--- src/rtl/serial_subtractor_pkg.sv ---
// Shared types and helpers for the digit-serial subtractor.
package serial_subtractor_pkg;

  // Controller states: waiting for operands, walking digits, holding a result.
  typedef enum logic [1:0] {
    IDLE = 2'd0,
    RUN  = 2'd1,
    DONE = 2'd2
  } state_t;

  // Number of DIGIT-wide slices in a WIDTH-bit operand.
  function automatic int num_digits(input int width, input int digit);
    return (digit > 0) ? (width / digit) : 0;
  endfunction

endpackage

--- src/rtl/full_subtractor.sv ---
// 1-bit full-subtractor cell: d = a - b - bin, with borrow out.
module full_subtractor (
  input  logic a,
  input  logic b,
  input  logic bin,
  output logic d,
  output logic bout
);

  assign d    = a ^ b ^ bin;
  assign bout = (~a & b) | (~(a ^ b) & bin);

endmodule

--- src/rtl/serial_subtractor_digit.sv ---
// One DIGIT-wide ripple-borrow slice built from full-subtractor cells.
module digit_subtractor #(
  parameter int DIGIT = 4
) (
  input  logic [DIGIT-1:0] a_d,
  input  logic [DIGIT-1:0] b_d,
  input  logic             bin_d,
  output logic [DIGIT-1:0] diff_d,
  output logic             bout_d,
  output logic             msb_bin_d
);

  // borrow_chain[i] is the borrow into bit i; the last entry leaves the slice.
  logic [DIGIT:0] borrow_chain;

  assign borrow_chain[0] = bin_d;

  for (genvar gi = 0; gi < DIGIT; gi++) begin : g_cell
    full_subtractor u_cell (
      .a    (a_d[gi]),
      .b    (b_d[gi]),
      .bin  (borrow_chain[gi]),
      .d    (diff_d[gi]),
      .bout (borrow_chain[gi+1])
    );
  end

  assign bout_d    = borrow_chain[DIGIT];
  // Borrow into the top bit of the slice; only meaningful on the final digit.
  assign msb_bin_d = borrow_chain[DIGIT-1];

endmodule

--- src/rtl/serial_subtractor.sv ---
// Digit-serial subtractor: A - B - Bin, DIGIT bits per clock, LSB digit first,
// with valid/ready handshakes and registered borrow/overflow/zero results.
module serial_subtractor
  import serial_subtractor_pkg::*;
#(
  parameter int WIDTH = 32,
  parameter int DIGIT = 4
) (
  input  logic             clk,
  input  logic             rst,
  input  logic             in_valid,
  output logic             in_ready,
  input  logic [WIDTH-1:0] a,
  input  logic [WIDTH-1:0] b,
  input  logic             bin,
  output logic             out_valid,
  input  logic             out_ready,
  output logic [WIDTH-1:0] diff,
  output logic             bout,
  output logic             overflow,
  output logic             zero
);

  localparam int NUM_DIGITS = num_digits(WIDTH, DIGIT);
  localparam int CNT_W      = $clog2(NUM_DIGITS) + 1;
  localparam logic [CNT_W-1:0] LAST_CNT = CNT_W'(NUM_DIGITS - 1);

  if ((WIDTH < 1) || (DIGIT < 1) || (DIGIT > WIDTH) || ((WIDTH % DIGIT) != 0)) begin : g_param_check
    $error("serial_subtractor: need 1 <= DIGIT <= WIDTH and WIDTH %% DIGIT == 0");
  end

  state_t           state_reg;
  logic [CNT_W-1:0] cnt_reg;
  // Operands shift right one digit per cycle so the active digit is always at bit 0.
  logic [WIDTH-1:0] a_reg;
  logic [WIDTH-1:0] b_reg;
  logic             borrow_reg;
  // Running "all digits so far were zero" flag.
  logic             zacc_reg;
  logic             in_ready_reg;
  logic             out_valid_reg;
  logic             bout_reg;
  logic             overflow_reg;
  logic             zero_reg;

  logic [DIGIT-1:0] dig_diff;
  logic             dig_bout;
  logic             dig_msb_bin;
  logic             dig_zero;
  logic             last_digit;

  digit_subtractor #(
    .DIGIT (DIGIT)
  ) u_digit (
    .a_d       (a_reg[DIGIT-1:0]),
    .b_d       (b_reg[DIGIT-1:0]),
    .bin_d     (borrow_reg),
    .diff_d    (dig_diff),
    .bout_d    (dig_bout),
    .msb_bin_d (dig_msb_bin)
  );

  assign dig_zero   = (dig_diff == '0);
  assign last_digit = (cnt_reg == LAST_CNT);

  // Control FSM, operand/borrow datapath and final flag capture.
  always_ff @(posedge clk) begin
    if (rst) begin
      state_reg     <= IDLE;
      cnt_reg       <= '0;
      a_reg         <= '0;
      b_reg         <= '0;
      borrow_reg    <= 1'b0;
      zacc_reg      <= 1'b0;
      in_ready_reg  <= 1'b1;
      out_valid_reg <= 1'b0;
      bout_reg      <= 1'b0;
      overflow_reg  <= 1'b0;
      zero_reg      <= 1'b0;
    end else begin
      case (state_reg)
        IDLE: begin
          if (in_valid) begin
            a_reg        <= a;
            b_reg        <= b;
            borrow_reg   <= bin;
            cnt_reg      <= '0;
            zacc_reg     <= 1'b1;
            in_ready_reg <= 1'b0;
            state_reg    <= RUN;
          end
        end
        RUN: begin
          a_reg      <= a_reg >> DIGIT;
          b_reg      <= b_reg >> DIGIT;
          borrow_reg <= dig_bout;
          cnt_reg    <= cnt_reg + 1'b1;
          zacc_reg   <= zacc_reg & dig_zero;
          if (last_digit) begin
            bout_reg      <= dig_bout;
            overflow_reg  <= dig_msb_bin ^ dig_bout;
            zero_reg      <= zacc_reg & dig_zero;
            out_valid_reg <= 1'b1;
            state_reg     <= DONE;
          end
        end
        DONE: begin
          if (out_ready) begin
            out_valid_reg <= 1'b0;
            in_ready_reg  <= 1'b1;
            state_reg     <= IDLE;
          end
        end
        default: begin
          state_reg <= IDLE;
        end
      endcase
    end
  end

  // Result register, one slice per digit, written when that digit is processed.
  for (genvar gi = 0; gi < NUM_DIGITS; gi++) begin : g_result
    logic [DIGIT-1:0] slice_reg;

    // Capture this digit's difference on its RUN cycle; hold otherwise.
    always_ff @(posedge clk) begin
      if (rst) begin
        slice_reg <= '0;
      end else if ((state_reg == RUN) && (cnt_reg == CNT_W'(gi))) begin
        slice_reg <= dig_diff;
      end
    end

    assign diff[gi*DIGIT +: DIGIT] = slice_reg;
  end

  assign in_ready  = in_ready_reg;
  assign out_valid = out_valid_reg;
  assign bout      = bout_reg;
  assign overflow  = overflow_reg;
  assign zero      = zero_reg;

endmodule

--- config.mk ---
export PLATFORM = sky130hd
export DESIGN_NAME = serial_subtractor
export DESIGN_NICKNAME = d
export VERILOG_FILES = /design/src/rtl/serial_subtractor_pkg.sv /design/src/rtl/full_subtractor.sv /design/src/rtl/serial_subtractor_digit.sv /design/src/rtl/serial_subtractor.sv
export SDC_FILE = /design/constraint.sdc
export NUM_CORES = 1
export LEC_CHECK = 0
export CORE_MARGIN = 5
export CORE_UTILIZATION = 55
export DETAILED_ROUTE_END_ITERATION = 16
export PLACE_DENSITY = 0.87
export SETUP_SLACK_MARGIN = 0.5
export SLEW_MARGIN = 15
export SYNTH_ARGS = -nofsm -noshare
export SYNTH_HDL_FRONTEND = slang
export SYNTH_SLANG_ARGS = --single-unit
--- constraint.sdc ---
create_clock -name clk -period 3.7 [get_ports clk]
set_input_delay 0.74 -clock clk [delete_from_list [all_inputs] [get_ports clk]]
set_output_delay 0.74 -clock clk [all_outputs]
set_load 0.1 [all_outputs]
==> results.yml <==
place:
  placed_area_sq_um: 5970
  io_buffers: 105
  placed_cells: 728
  place_hpwl_mm: 8.74
  place_congestion: 0.817
worst_setup_path:
  cpMostUsedCell: "fa_1"
  crit_buf_inv: 3
  regToRegSetupSlack_ns: 0.84
  critPathLaunchType: "flop"
  ff2ff_path_depth: 10
  crit_path_end_kind: "flop"
  critPathKind: "reg -> reg"
  cp.depth: 10
  crit_slowest_cell: "fa_1"
  critPathRequiredTime_ns: 4.00
  startpoint: "borrow_reg"
  crit_chain: "inv_1 -> fa_1 -> inv_1 -> fa_1 -> fa_1 -> inv_1 -> fa_1 -> nor3b_1 -> a21oi_1 -> nor3_1"
  reg2reg_from: "borrow_reg"
  cp_top_family: "adder cells"
  slowest_delay_ns: 0.48
  arrival_ns: 3.16
  worstPathMaxFanout: 3
global_routing:
  grt_pass1_vias: 4353
  grt-ovfl-total: 0
  grt.total_usage: 0.225
  grt_max_degree: 71
  grt_pass1_wl_mm: 20.8
  use_met3: 0.0472
  antenna_found_initial: 0
  grt_use_met2: 0.385
  grt_busiest_layer: "met2"
  met1_usage: 0.278
clock_network:
  post_cts_buffers: 0
  clk_pin_slew_worst_paths_ns: 0.11
  cts_root_buffer: "clkbuf_8"
  ctsHoldBuffers: 0
  clk_latency_ns: 0.37
  cts_tree: "yes"
  cts_buffers: 9
  h-tree-depth: 3
  cts_resized: 0
  clk_path_buf_depth: 2
  cts_sinks: 109
synth:
  synth.most_common_cell: "dfxtp_1"
  yosysTopAreaCellShare: 0.433
  synthFlopType: "dfxtp_1"
  synth_area_sq_um: 5040
  ys_top_cells_by_count: "dfxtp_1 (109), nor2_1 (70), a211oi_1 (45), a21oi_1 (41), o21ai_0 (28)"
  syn-num-nets: 639
  synthCells: 562
  avgSynthCellArea_sq_um: 8.96
  ys_warn_count: 0
  async_reset_ff_frac: 0
  yosysTopAreaCell: "dfxtp_1"
  yosysSeqAreaShare: 0.433
  netlist-cell-type-count: 47
  ys_seq_elements: 109
  synth_area_leaders: "dfxtp_1 (43%), a211oi_1 (6.7%), nor2_1 (5.2%), a21oi_1 (4.1%), o221ai_1 (4.0%)"
  synth-edff-count: 0
power:
  p_int_mw: 1.78
  peakVddDrop_v: 0.000285
  p_sw_uw: 772
  p_sw_frac: 0.303
  leakagePower_nw: 2.27
  power.density_nw_per_um2: 413
  p_seq_frac: 0.510
  pwr-share-clk: 0.298
  pwr-share-comb: 0.192
timing:
  min_period_ns: 2.86
  fin_skew_ns: 0.0108
  worst_pin_slew_ns: 0.991
  setup-violations-final: 0
  min_period_over_period: 0.773
  slew_headroom: 0.337
  report.final.slew_viol_count: 0
  rsz0062_at_grt: "false"
  setup_tns_ns: 0
  hold_viol_final: 0
  whs_ns: 0.467
  fmax_mhz: 350
final_layout:
  area_growth_syn_to_layout_pct: 22.7
  diodes: 0
  design_area_sq_um: 6180
  drive_gt1_frac: 0.0821
  fin_cells: 744
  nets: 705
die:
  start_util: 0.556
  die-area_sq_um: 11200
  io_pins: 106
  die_h_um: 106
  die_w_um: 106
  core_sq_um: 9060
  rows: 35
route:
  drt_pass1_iterations: 6
  postRouteAntennaNets: 0
  drtIter0Drc: 379
  wl_mm: 12.8
  drcViolationCount: 0
  dr_total_vias: 4549
  viasPerCell: 6.11
  routedWlPerCell_um: 17.3
hold_path:
  hold_class: "reg -> reg"
  min_from: "g_result[1].slice_reg[3]"
  holdPathStages: 2
outcome:
  outcome: "complete, no violations"
job:
  maxCapViolations: 0
==> tightest hold or removal path: stages (launching register included) <==
cell and delay (ns):
dfxtp_1 0.33, nand2_1 0.05, mux2i_1 0.05
==> per-stage QoR <==
stage | setup slack [ns] | total power [mW] | util
final | 0.841 | 2.55 | 0.681
after global routing | 0.701 | 2.66 | 0.681
after CTS | 0.830 | 2.55 | 0.681
after detailed placement | 0.900 | 1.81 | 0.659
after global placement | 1.09 | 1.79 | 0.659
after floorplan | 1.18 | 1.65 | -
==> layer usage <==
metal,up-vias,share of wire,wire length (um)
li1,2197,-,-
met1,2149,0.41,5240
met2,179,0.51,6530
met3,24,0.063,804
met4,0,0.020,259
met5,-,0,0
==> cell type report <==
type / instances / area, sq um
Tap cell: 111 / 139
Clock inverter: 7 / 82.6
Timing Repair Buffer: 112 / 1090
Inverter: 13 / 48.8
Multi-Input combinational cell: 383 / 2510
Sequential cell: 109 / 2180
Fill cell: 741 / 2890
Clock buffer: 9 / 124
==> power by group through the flow <==
stage	sequential, mW	combinational, mW	clock [mW]
2_1_floorplan	1.38	0.274	0
3_3_place_gp	1.32	0.466	0
4_1_cts	1.30	0.487	0.767
3_5_place_dp	1.33	0.484	0
6_report	1.30	0.489	0.760
5_1_grt	1.31	0.529	0.817
==> logic make-up (layout without fill, tap and decap cells) <==
logic type / Yosys count / in the layout / share of synthesized area
AO/OA/AOI/OAI: 205 / 205 / 0.284
AND/OR/NAND/NOR: 155 / 155 / 0.159
flip-flops: 109 / 109 / 0.433
buffers and inverters: 70 / 141 / 0.0688
multiplexers: 14 / 14 / 0.0278
adder cells (fa/ha/maj): 8 / 8 / 0.0258
XOR/XNOR: 1 / 1 / 0.00174
==> cells in the final DEF, fill, tap and decap left out, drive strengths merged, types with 3 or more instances in the layout <==
cell / count
o2bb2ai: 23
o221ai: 23
nor2b: 6
or3b: 23
ha: 4
o221a: 4
nand3: 11
mux2i: 14
nand2b: 5
a211oi: 45
nor2: 71
o21ai: 28
nand2: 20
o21a: 5
fa: 4
a21oi: 41
dfxtp: 109
buf: 9
inv: 15
and3: 8
clkdlybuf4s50: 103
clkinv: 3
clkbuf: 9
a221oi: 3
a22oi: 7
o22ai: 8
a31oi: 15
==> path summary, 6_finish.rpt <==
path / end
worst min-delay path: g_result[1].slice_reg[3]
worst min register to register: g_result[1].slice_reg[3]
worst max register to register: zacc_reg
worst max-delay path: zacc_reg
No activity file was read; power rests on OpenSTA's default activity.
